[config.mk]
export PLATFORM = sky130hd
export DESIGN_NAME = imm_packer
export DESIGN_NICKNAME = d
export VERILOG_FILES = /design/src/rtl/imm_packer.sv
export SDC_FILE = /design/constraint.sdc
export NUM_CORES = 1
export LEC_CHECK = 0
export ABC_AREA = 1
export BUFFER_PORTS_ARGS = -buffer_cell sky130_fd_sc_hd__buf_2
export CAP_MARGIN = 5
export CORE_AREA = 4 4 91 93
export DETAILED_ROUTE_END_ITERATION = 6
export DIE_AREA = 0 0 95 97
export PLACE_DENSITY_LB_ADDON = 0.25
export SLEW_MARGIN = 5
export SYNTH_ARGS = -nofsm -noshare
export SYNTH_HDL_FRONTEND = slang
export SYNTH_SLANG_ARGS = --single-unit
[constraint.sdc]
create_clock -name clk -period 2.1 [get_ports clk]
set_input_delay 0.105 -clock clk [delete_from_list [all_inputs] [get_ports clk]]
set_output_delay 0.105 -clock clk [all_outputs]
set_load 0.005 [all_outputs]
[src/rtl/imm_packer.sv]
// Purpose: packs a 32-bit constant (LI) or byte branch offset (BRANCH) into MIPS instruction beats plus extender code.
// Latency: one cycle; an accept at edge N presents beat 1 from edge N. LI values that need two beats add one more beat (lui, then ori).
// Backpressure: all out_* fields hold while out_valid & !out_ready. in_ready is high only when idle or when the final beat is being consumed.
//
// Ports:
//   clk, reset                - rising-edge clock, asynchronous active-high reset
//   in_valid/in_ready         - request handshake; in_mode 0=LI, 1=BRANCH
//   in_value, in_rs, in_rt    - constant or byte offset, register fields
//   out_valid/out_ready       - beat handshake
//   out_instr, out_imm        - encoded instruction word and its immediate field
//   out_eop                   - extender code that rebuilds the beat: 0 sext, 1 zext, 2 upper, 3 sext<<2
//   out_last, out_err         - final beat of the request, request not encodable
//   err_cnt                   - saturating count of errored requests
module imm_packer #(
    parameter logic [5:0] ADDIU_OP = 6'h09,
    parameter logic [5:0] ORI_OP   = 6'h0d,
    parameter logic [5:0] LUI_OP   = 6'h0f,
    parameter logic [5:0] BEQ_OP   = 6'h04
) (
    input  logic        clk,
    input  logic        reset,
    input  logic        in_valid,
    output logic        in_ready,
    input  logic        in_mode,
    input  logic [31:0] in_value,
    input  logic [4:0]  in_rs,
    input  logic [4:0]  in_rt,
    output logic        out_valid,
    input  logic        out_ready,
    output logic [31:0] out_instr,
    output logic [15:0] out_imm,
    output logic [1:0]  out_eop,
    output logic        out_last,
    output logic        out_err,
    output logic [7:0]  err_cnt
);

    typedef enum logic [1:0] {IDLE, BEAT1, BEAT2} state_t;

    state_t      state;
    logic [31:0] pend_instr;
    logic [15:0] pend_imm;

    logic accept;
    logic consume;

    // Fields of the first beat (and the optional second beat), decoded from the live inputs.
    logic [31:0] b1_instr;
    logic [15:0] b1_imm;
    logic [1:0]  b1_eop;
    logic        b1_last;
    logic        b1_err;
    logic [31:0] b2_instr;
    logic [15:0] b2_imm;

    logic fits_sext16;
    logic br_legal;

    assign in_ready = (state == IDLE) | (out_valid & out_last & out_ready);
    assign accept   = in_valid & in_ready;
    assign consume  = out_valid & out_ready;

    // Value reproducible by sign-extending its low half: bits 31..15 all equal.
    assign fits_sext16 = (&in_value[31:15]) | ~(|in_value[31:15]);
    // Word-aligned and within the 18-bit signed byte range that a 16-bit word offset covers.
    assign br_legal    = (in_value[1:0] == 2'b00) &&
                         ((&in_value[31:17]) | ~(|in_value[31:17]));

    always_comb begin
        b1_instr = '0;
        b1_imm   = '0;
        b1_eop   = 2'd0;
        b1_last  = 1'b1;
        b1_err   = 1'b0;
        b2_instr = '0;
        b2_imm   = '0;
        if (!in_mode) begin
            if (fits_sext16) begin
                b1_imm   = in_value[15:0];
                b1_instr = {ADDIU_OP, 5'd0, in_rt, in_value[15:0]};
                b1_eop   = 2'd0;
            end else if (in_value[31:16] == 16'h0000) begin
                b1_imm   = in_value[15:0];
                b1_instr = {ORI_OP, 5'd0, in_rt, in_value[15:0]};
                b1_eop   = 2'd1;
            end else if (in_value[15:0] == 16'h0000) begin
                b1_imm   = in_value[31:16];
                b1_instr = {LUI_OP, 5'd0, in_rt, in_value[31:16]};
                b1_eop   = 2'd2;
            end else begin
                // lui loads the upper half, then ori merges the lower half into the same register.
                b1_imm   = in_value[31:16];
                b1_instr = {LUI_OP, 5'd0, in_rt, in_value[31:16]};
                b1_eop   = 2'd2;
                b1_last  = 1'b0;
                b2_imm   = in_value[15:0];
                b2_instr = {ORI_OP, in_rt, in_rt, in_value[15:0]};
            end
        end else begin
            b1_eop = 2'd3;
            if (br_legal) begin
                b1_imm   = in_value[17:2];
                b1_instr = {BEQ_OP, in_rs, in_rt, in_value[17:2]};
            end else begin
                b1_err = 1'b1;
            end
        end
    end

    always_ff @(posedge clk or posedge reset) begin
        if (reset) begin
            state      <= IDLE;
            out_valid  <= 1'b0;
            out_instr  <= '0;
            out_imm    <= '0;
            out_eop    <= 2'd0;
            out_last   <= 1'b0;
            out_err    <= 1'b0;
            err_cnt    <= '0;
            pend_instr <= '0;
            pend_imm   <= '0;
        end else if (accept) begin
            // Also covers back-to-back: the previous last beat is consumed on this same edge.
            state      <= BEAT1;
            out_valid  <= 1'b1;
            out_instr  <= b1_instr;
            out_imm    <= b1_imm;
            out_eop    <= b1_eop;
            out_last   <= b1_last;
            out_err    <= b1_err;
            pend_instr <= b2_instr;
            pend_imm   <= b2_imm;
            if (b1_err && err_cnt != 8'hff) begin
                err_cnt <= err_cnt + 8'd1;
            end
        end else if (consume) begin
            if (state == BEAT1 && !out_last) begin
                state     <= BEAT2;
                out_instr <= pend_instr;
                out_imm   <= pend_imm;
                out_eop   <= 2'd1;
                out_last  <= 1'b1;
                out_err   <= 1'b0;
            end else begin
                state     <= IDLE;
                out_valid <= 1'b0;
            end
        end
    end

endmodule

After elaboration in Yosys (flattened, before gate mapping)
Index checks and enable logic that the tools add are counted.
{ "totals": {"ram_bits": 0, "wordCells": 86, "in_bits": 47, "memories": 0, "rom_bits": 0, "ff_bits": 111, "latch_bits": 0} }
{ "op_classes": {"multipliers": 0, "n_bitwise": 9, "reduce_logical": 17, "shift": 0, "eq_ne": 3, "n_mux": 46, "magnitude_cmp": 0, "add_sub_neg": 1, "div": 0} }
{ "op_table": {"columns": ["cell", "n"], "rows": [
  ["2-to-1 mux 16 bit", 11],
  ["2-to-1 mux 32 bit", 4],
  ["2-to-1 mux 30 bit", 4],
  ["2-to-1 mux 29 bit", 2],
  ["zero test 16 bit", 2],
  ["2-to-1 mux 28 bit", 1],
  ["2-to-1 mux 2 bit", 9],
  ["AND reduction 17 bit", 1],
  ["OR reduction 17 bit", 1],
  ["2-to-1 mux 1 bit", 15],
  ["AND reduction 15 bit", 1],
  ["OR reduction 15 bit", 1],
  ["adder 8 x 1 -> 8 bit (second input constant)", 1],
  ["!= test 8 bit (second input constant)", 1],
  ["AND reduction 2 bit", 3],
  ["bitwise AND 1 bit", 4],
  ["zero test 2 bit", 2],
  ["nonzero test 2 bit", 2],
  ["logical AND 1 bit", 3],
  ["bitwise OR 1 bit", 3],
  ["equality test 2 x 1 -> 1 bit (second input constant)", 1],
  ["!= test 2 bit (second input constant)", 1],
  ["inverter 1 bit", 2],
  ["zero test 1 bit", 1]
]} }

Logic depth before layout (Yosys ltp)
Gate-level depths: netlist (run 1).
{ "logic_depth": {"word_depth": 8, "ltp_mapped": 11, "mapped_depth_nobuf": 11} }

Least setup slack after synthesis (run 1)
Ideal clock, no wire load.
{ "synth_path": {"path_type": "register to register", "from": "reg err_cnt[0]", "to": "reg err_cnt[0]", "arrival_ps": 1409, "path_stages_with_launch": 8, "n_path_buf": 0, "synth_period_minus_slack_ps": 1476, "setup_ps": 67, "path_slack_ps": 624, "required_ps": 2033, "cell_sequence": "dfrtp_1 ha_1 nand3_1 nor2_1 nand3_2 nand4_1 nand2_1 nand2_1"} }
{ "synth_via": {"elab_chain_cells": 3, "elab_cells_between_ends": 4} }
{ "synth_lines": {"columns": ["element", "line_no", "source"], "rows": [
  ["start, declared", "35", "output logic [7:0] err_cnt"],
  ["start signal, assigned", "134", "err_cnt <= err_cnt + 8'd1;"],
  ["parallel branches: the longest is 3 deep, another holds adder 8 x 1 -> 8 bit", null, null]
]} }
Several ways; the timed one is not identified.
A chain may end at the register's enable or synchronous reset.

Worst setup path after layout (run 1)
{ "layout_path": {"from": "reg err_cnt[0]", "to": "reg err_cnt[1]"} }
The elaborated chain is that of the path after synthesis.

==> metrics.csv, run 1 <==
stage,metric,value,unit
global_routing,antenna_found_initial,0,
die,die_h,97,um
flow_run,drv_cap,0,
routing,wl,10250,um
setup_path,cp-start-kind,flop,
routing,wl_per_cell,14.80,um
routing,viasPerCell,5.223,
synthesis,synth_cell_types,35,
setup_path,worstSetupPathType,flop to flop,
die,fp.dieW,95,um
power,power_density,1206,nW/um2
timing,fin_crit,1.768,ns
die,die_area,9215,um2
timing,period_share,84.20,%
synthesis,avgSynthCellArea,7.681,um2
cts,cts_tree,yes,
cts,clock_latency,0.35,ns
cts,clkTransAtPathRegs,0.08,ns
routing,vias,3614,
die,start_util,50.71,%
setup_path,end_kind,flop,
timing,setup_viol,0,
timing,worstMarginPinSlew,0.5506,ns
setup_path,cp_data_required_time,2.38,ns
die,rows,32,
final_layout,areaGrowthSynthToFinish,17.76,%
timing,rsz0062_at_grt,no,
global_routing,grt_usage,23.52,%
final_layout,drive_gt1_share,28.64,%
timing,max_clock_freq,0.5656,GHz
synthesis,synth_area_leaders,"dfrtp_1, nand2_1, inv_1",
routing,met1_length,4432,um
timing,slew_headroom,63.29,%
cts,htree_levels,3,
power,power,5.423,mW
synthesis,syn-cell-area,3817,um2
final_layout,multi_input_area,1689,um2
power,seqPwrFrac,39.8,%
synthesis,synth_cells,497,
final_layout,fin_cells,692,
placement,place.gp.congestion,0.9754,
cts,post_cts_resized,0,
global_routing,grt_max_degree,45,
placement,place_hpwl,7353,um
final_layout,nFillCells,755,
placement,io_buffers,106,
power,internal-power,3.294,mW
global_routing,grt_pass1_vias,3455,
power,comb_power_share,40.5,%
cts,clockRootBuffer,clkbuf_8,
synthesis,synth_top_area_share,43.26,%
setup_path,crit_path_frequent_cell,nand2_1,
timing,finalHoldViolCount,0,
routing,drc,0,
cts,ctsHoldBuffers,1,
cts,clk_path_buf_depth,2,
final_layout,fin_nets,633,
routing,routed-wl-met2,5028,um
die,top_level_ports,109,
cts,cts_setup_buffers,0,
routing,top_layer,met4,
routing,wl_met3,608,um
timing,slew_violations,0,
timing,fin_worst_skew,0.01146,ns
setup_path,critPathMaxFanout,9,
final_layout,final-seq-area,1652,um2
synthesis,ys_seq_elements,66,
run_status,status,finished clean,
routing,first_pass_iters,5,
hold_path,hp-class,primary input to flop,
setup_path,arrival,2.04,ns
synthesis,synth_seq_area_share,43.26,%
power,switching_share,39.27,%
power,clkPwrFrac,19.7,%
power,p_sw,2.130,mW
final_layout,fin_util,59.72,%
power,vdd_drop_max,0.5584,mV
timing,setup_tns,0,ns
cts,numClockSinks,66,
routing,ant_nets,0,
placement,dp.cells,675,
routing,dr.first_iter.drc_count,245,
setup_path,slowest_stage,dfrtp_1,
die,core-area,7527,um2
final_layout,fin_area,4496,um2
synthesis,synth-warning-count,0,
setup_path,cp_cell_sequence,"ha_1, nand3_1, nor2_1, nand3_2, nand4_1, nand2_1, nand2_1",
synthesis,synth_top_area_cell,dfrtp_1,
placement,place_area,4290,um2
final_layout,antennaDiodeCount,0,
power,leakage,2.434,nW
setup_path,cp_slowest_stage_delay,0.41,ns
cts,cts_made_buffers,9,
global_routing,grt_pass1_wl,17100,um
global_routing,grt_overflow_total,0,
-- sequential cells by signal, summed over array words and instances, names as in the netlist --
name        cells
out_instr      14
state           2
pend_imm       15
pend_instr      7
out_err         1
err_cnt         8
out_valid       1
out_imm        15
out_eop         2
out_last        1
-- through the flow --
stage | setup WS [ns] | hold slack (ns)
after floorplan | 0.3402 | 0.2146
after global placement | 0.4129 | 0.1652
after detailed placement | 0.3411 | 0.1740
after CTS | 0.3277 | 0.02153
after global routing | 0.1144 | 0.01789
final | 0.3318 | 0.02821
-- final timing paths --
check / startpoint / end / slack, ns / cells past startpoint
min: in_rt[2] / pend_instr[23] / 0.03 / 3
min in group asynchronous: reset / out_instr[25] / 0.33 / 3
max: err_cnt[0] / err_cnt[1] / 0.33 / 7
max in group asynchronous: reset / out_imm[5] / 1.14 / 4
max reg2reg: err_cnt[0] / err_cnt[1] / 0.33 / 7
min reg2reg: out_eop[1] / out_eop[1] / 0.48 / 2
-- logic make-up after synthesis --
logic type,Yosys count,synth area share (%)
xor gates and xnor gates,6,1.377
and+or+nand+nor,255,31.17
buffers and inverters,99,12.59
other,1,0.09823
AOI/OAI and AO/OA,69,11.18
adders and majority gates,1,0.3277
DFF,66,43.26
-- power by group through the flow --
stage	Clock (mW)	Sequential, mW	Combinational [mW]
after floorplan	0	2.17	1.52
after global placement	0	2.16	2.15
after detailed placement	0	2.18	2.21
after CTS	1.09	2.16	2.23
after global routing	1.16	2.23	2.51
final	1.07	2.16	2.20
-- area by class of cell --
class / count / share of cell area (%)
clock inverters: 6 / 1.503
multi-input cells: 333 / 37.57
well taps: 102 / 2.839
inverters: 63 / 5.372
clock buffers: 10 / 2.839
repair buffers: 112 / 13.14
flip-flops and latches: 66 / 36.74
-- cells in the mapped netlist (all sizes together) --
cell	n
o22ai	4
nand3	41
clkbuf	3
buf	33
o31ai	7
nor3	2
o22a	1
conb	1
dfrtp	66
o211ai	6
inv	63
o21ai	37
ha	1
a21oi	14
nor4	2
or2	3
nand4	15
xnor2	2
xor2	4
nor2	42
nand2	146
nand3b	4
-- worst max-delay path, delay by kind of cell, from the launching register on --
kind,cells,cell delay [ns]
flops,1,0.41
simple gates,6,1.08
fa+ha+maj,1,0.21
-- layer usage --
layer	vias up	global-route usage [%]
met2	134	37.58
met1	1704	31.91
met5	-	0
li1	1755	-
met4	0	7.325
met3	21	4.821
-- cell usage in the layout (no fill, tap or decap), drive strengths merged, types with 4 or more instances in the layout --
cell type | Yosys | layout
a21oi | 14 | 14
buf | 33 | 111
clkbuf | 3 | 10
dfrtp | 66 | 66
inv | 63 | 63
nand2 | 146 | 146
nand3 | 41 | 41
nand3b | 4 | 4
nand4 | 15 | 15
nor2 | 42 | 42
o211ai | 6 | 6
o21ai | 37 | 37
o22ai | 4 | 4
o31ai | 7 | 7
xor2 | 4 | 4
No activity file was read; power rests on OpenSTA's default activity.
==> run 2: changes to the inputs <==
==> constraint.sdc (replaced) <==
create_clock -name clk -period 1.8 [get_ports clk]
set_input_delay 0.09 -clock clk [delete_from_list [all_inputs] [get_ports clk]]
set_output_delay 0.09 -clock clk [all_outputs]
set_load 0.005 [all_outputs]
==> metrics.csv, run 2 (synthesized netlist as in run 1, its figures left out) <==
stage,metric,value,unit
global_routing,grt_overflow_total,0,
cts,cts_made_buffers,9,
run_status,status,finished clean,
global_routing,grt_pass1_wl,16600,um
cts,clock_latency,0.35,ns
routing,wl,10100,um
final_layout,fin_util,60.64,%
global_routing,grt_usage,22.93,%
cts,cts_setup_buffers,0,
setup_path,cp_data_required_time,2.06,ns
final_layout,top_regs,"out_imm (15), pend_imm (15), out_instr (14)",
die,start_util,50.71,%
final_layout,final_cell_mix,"nand2_1, buf_2, dfrtp_1",
global_routing,grt_pass1_vias,3460,
setup_path,critPathMaxFanout,18,
routing,ant_nets,0,
final_layout,antennaDiodeCount,0,
hold_path,min_path_cells,3,
cts,htree_levels,3,
power,leakage,2.483,nW
routing,wl_per_cell,14.46,um
placement,io_buffers,106,
cts,clkTransAtPathRegs,0.08,ns
die,fp.dieW,95,um
timing,fin_worst_skew,0.01063,ns
timing,fin_crit,1.601,ns
routing,vias,3620,
timing,setup_viol,0,
routing,dr.first_iter.drc_count,169,
timing,setup_tns,0,ns
timing,max_clock_freq,0.6245,GHz
setup_path,end_kind,flop,
cts,clockRootBuffer,clkbuf_8,
setup_path,cp-start-kind,flop,
power,power,6.485,mW
setup_path,arrival,1.86,ns
die,die_h,97,um
cts,numClockSinks,66,
final_layout,fin_nets,639,
die,die_area,9215,um2
global_routing,antenna_found_initial,0,
cts,clk_path_buf_depth,2,
routing,drc,0,
cts,cts_tree,yes,
final_layout,areaGrowthSynthToFinish,19.57,%
routing,first_pass_iters,5,
routing,viasPerCell,5.186,
timing,period_share,88.96,%
setup_path,worstSetupPathType,flop to flop,
timing,rsz0062_at_grt,no,
die,rows,32,
hold_path,hp-class,primary input to flop,
die,core-area,7527,um2
final_layout,final_common_cell,nand2_1,
global_routing,grt_max_degree,67,
setup_path,rr_worst_depth,8,
timing,slew_violations,0,
power,vdd_drop_max,0.7369,mV
placement,place_hpwl,7237,um
flow_run,drv_cap,0,
die,top_level_ports,109,
final_layout,nFillCells,703,
timing,finalHoldViolCount,0,
placement,place.gp.congestion,0.9263,
power,power_density,1421,nW/um2
final_layout,drive_gt1_share,29.36,%
run 2: cell count changes in the layout (fill, tap and decap cells not counted), sizes merged:
| cell | before | now |
|---|---|---|
| clkbuf | 10 | 9 |
| inv | 63 | 64 |
| bufinv | 1 | 2 |
| buf | 111 | 116 |
| dlygate4sd3 | 1 | 2 |
| clkinvlp | 2 | 0 |
| clkinv | 3 | 4 |
run 2: through the flow:
step	hold WS, ns	cells	cell area [um2]	setup slack [ns]
after floorplan	0.1996	498	3821	0.05519
after global placement	0.1939	680	4328	0.2345
after detailed placement	0.1942	680	4328	0.2076
after CTS	0.004613	698	4564	0.1830
after global routing	0.03306	698	4564	0.03785
final	0.01529	698	4564	0.1986
run 2: path summary, 6_finish.rpt:
check,from,endpoint,slack (ns)
min,in_rt[2],pend_instr[23],0.02
max,out_last,pend_instr[15],0.20
min in group asynchronous,reset,out_instr[20],0.35
min reg2reg,pend_imm[9],pend_imm[9],0.48
max in group asynchronous,reset,pend_imm[4],1.15
max reg2reg,out_last,pend_instr[15],0.20
run 2: power by group:
group	internal (mW)	leakage [nW]	total, mW	switching (mW)
Clock	0.779	0.113	1.37	0.594
Sequential	2.14	0.838	2.51	0.372
Combinational	1.09	1.53	2.60	1.51
run 2: critical path, stage by stage (launching register included):
cell and delay [ns]:
dfrtp_1 0.41, nand3_1 0.10, nand2_2 0.08, nand2_2 0.08, inv_2 0.10, nand2_4 0.10
nor2_4 0.21, nand2_4 0.20, o21ai_0 0.22
run 2: layout make-up:
type                    instances  area, um2  area share, %
inverters                      63      241.5          5.291
clock buffers                   9      123.9          2.714
well taps                     102      127.6          2.796
multi-input cells             333       1689          37.01
clock inverters                 7      92.59          2.029
flip-flops and latches         66       1652          36.18
repair buffers                118      638.1          13.98
run 2: layer usage:
layer / up-vias / routed length (um) / GRT usage [%]
li1: 1764 / - / -
met1: 1707 / 4475 / 30.41
met2: 126 / 4830 / 36.66
met3: 23 / 540 / 4.666
met4: 0 / 248 / 8.657
met5: - / 0 / 0
run 2: timing repair:
action,in CTS,in global routing
hold buffers,2,0
resized for setup,0,0
endpoints found under the hold margin,67,0
==> run 3: changes to the inputs <==
--- a/config.mk
+++ b/config.mk
@@ -12,6 +12,7 @@
 export DETAILED_ROUTE_END_ITERATION = 6
 export DIE_AREA = 0 0 95 97
 export PLACE_DENSITY_LB_ADDON = 0.25
+export RECOVER_POWER = 50
 export SLEW_MARGIN = 5
 export SYNTH_ARGS = -nofsm -noshare
 export SYNTH_HDL_FRONTEND = slang
==> metrics.csv, run 3 (synthesized netlist as in run 1, its figures left out) <==
stage,metric,value,unit
setup_path,cp_data_required_time,2.06,ns
setup_path,r2r-end,pend_instr[15],
routing,routed-wl-met2,4855,um
final_layout,final_common_cell,nand2_1,
cts,clockRootBuffer,clkbuf_8,
routing,wl_per_cell,14.44,um
global_routing,grt_overflow_total,0,
final_layout,final_cell_mix,"nand2_1, buf_2, dfrtp_1",
timing,fin_crit,1.595,ns
timing,rsz0062_at_grt,no,
setup_path,cp-start-kind,flop,
cts,cts_setup_buffers,0,
setup_path,critPathMaxFanout,18,
setup_path,arrival,1.85,ns
global_routing,grt_max_degree,67,
setup_path,rr_startpoint,state[1],
hold_path,min_path_cells,3,
placement,place_hpwl,7237,um
cts,clock_latency,0.34,ns
routing,viasPerCell,5.123,
power,vdd_drop_max,0.7397,mV
hold_path,holdPathEnd,pend_instr[23],
global_routing,grt_pass1_wl,16600,um
final_layout,drive_gt1_share,28.19,%
setup_path,reg2reg_slack,0.21,ns
die,top_level_ports,109,
placement,place.gp.congestion,0.9263,
timing,max_clock_freq,0.6272,GHz
routing,drc,0,
cts,clk_path_buf_depth,2,
cts,numClockSinks,66,
cts,cts_made_buffers,9,
timing,setup_viol,0,
timing,slew_headroom,39.75,%
placement,io_buffers,106,
timing,worstMarginPinSlew,0.9038,ns
cts,htree_levels,3,
power,power_density,1423,nW/um2
setup_path,end_kind,flop,
routing,met1_length,4373,um
timing,fin_worst_skew,0.01027,ns
routing,first_pass_iters,5,
global_routing,antenna_found_initial,0,
routing,ant_nets,0,
die,core-area,7527,um2
setup_path,worstSetupPathType,flop to flop,
final_layout,fin_util,60.37,%
die,start_util,50.71,%
routing,dr.first_iter.drc_count,150,
timing,setup_tns,0,ns
run_status,status,finished clean,
timing,slew_violations,0,
timing,finalHoldViolCount,0,
die,fp.dieW,95,um
final_layout,top_regs,"out_imm (15), pend_imm (15), out_instr (14)",
global_routing,grt_usage,22.93,%
hold_path,min_from,in_rt[2],
setup_path,rr_worst_depth,9,
die,die_area,9215,um2
die,rows,32,
timing,period_share,88.58,%
routing,wl,10080,um
die,die_h,97,um
final_layout,fin_nets,639,
cts,clkTransAtPathRegs,0.08,ns
routing,wl_met3,633,um
power,leakage,2.461,nW
global_routing,grt_pass1_vias,3460,
routing,top_layer,met4,
cts,cts_tree,yes,
final_layout,antennaDiodeCount,0,
hold_path,hp-class,primary input to flop,
flow_run,drv_cap,0,
final_layout,areaGrowthSynthToFinish,19.04,%
routing,vias,3576,
[run 3: cell count changes in the layout (fill, tap and decap cells not counted)]
cell      change
buf_2         -6
buf_12        -1
inv_1         +1
inv_2         -1
clkbuf_1      +6
clkbuf_4      +1
[run 3: timing repair]
| action | 4_1_cts | 5_1_grt |
|---|---|---|
| resized for setup | 0 | 0 |
| hold buffers | 2 | 0 |
| hold endpoints to repair | 67 | 0 |
[run 3: metal layers]
metal  vias to the layer above  global-route usage, %
li1                       1763                      -
met1                      1668                  30.41
met2                       125                  36.66
met3                        20                  4.666
met4                         0                  8.657
met5                         -                      0
[run 3: where the power goes]
part	switching, mW	leakage [nW]	internal [mW]
clock network	0.597	0.113	0.780
registers	0.373	0.838	2.14
logic	1.51	1.51	1.07
total	2.48	2.46	3.99
[run 3: layout make-up]
type	instances	area, um2
clock inverter	7	92.59
inverter	63	241.5
sequential	66	1652
multi-input combinational	333	1689
timing repair buffer	118	618.1
tap	102	127.6
fill	707	2983
clock buffer	9	123.9
[run 3: through the flow]
step | cells | setup WS [ns] | hold WS, ns | instance area [um2] | total power [mW]
finish | 698 | 0.2055 | 0.01876 | 4544 | 6.468
global route | 698 | 0.03785 | 0.03306 | 4544 | 7.000
CTS | 698 | 0.1830 | 0.004613 | 4564 | 6.545
detailed placement | 680 | 0.2076 | 0.1942 | 4328 | 5.137
global placement | 680 | 0.2345 | 0.1939 | 4328 | 5.068
floorplan | 498 | 0.05519 | 0.1996 | 3821 | 4.306
[run 3: worst max path at each step]
| stage | startpoint | to | slack, ns | cells after the start |
|---|---|---|---|---|
| 5_1_grt | out_last | pend_instr[25] | 0.04 | 8 |
| 4_1_cts | out_last | pend_instr[15] | 0.18 | 8 |
| 2_1_floorplan | reset | err_cnt[0] | 0.06 | 1 |
| 3_5_place_dp | out_last | pend_instr[15] | 0.21 | 8 |
| 6_report | state[1] | pend_instr[15] | 0.21 | 9 |
| 3_3_place_gp | in_value[29] | out_imm[0] | 0.23 | 9 |
[run 3: critical path, cell delays in order (launching register included)]
cell	delay [ns]
dfrtp_1	0.40
inv_2	0.06
nand2_1	0.05
nand2_2	0.07
nand2_2	0.08
inv_2	0.10
nand2_4	0.10
nor2_4	0.21
nand2_4	0.20
o21ai_0	0.22
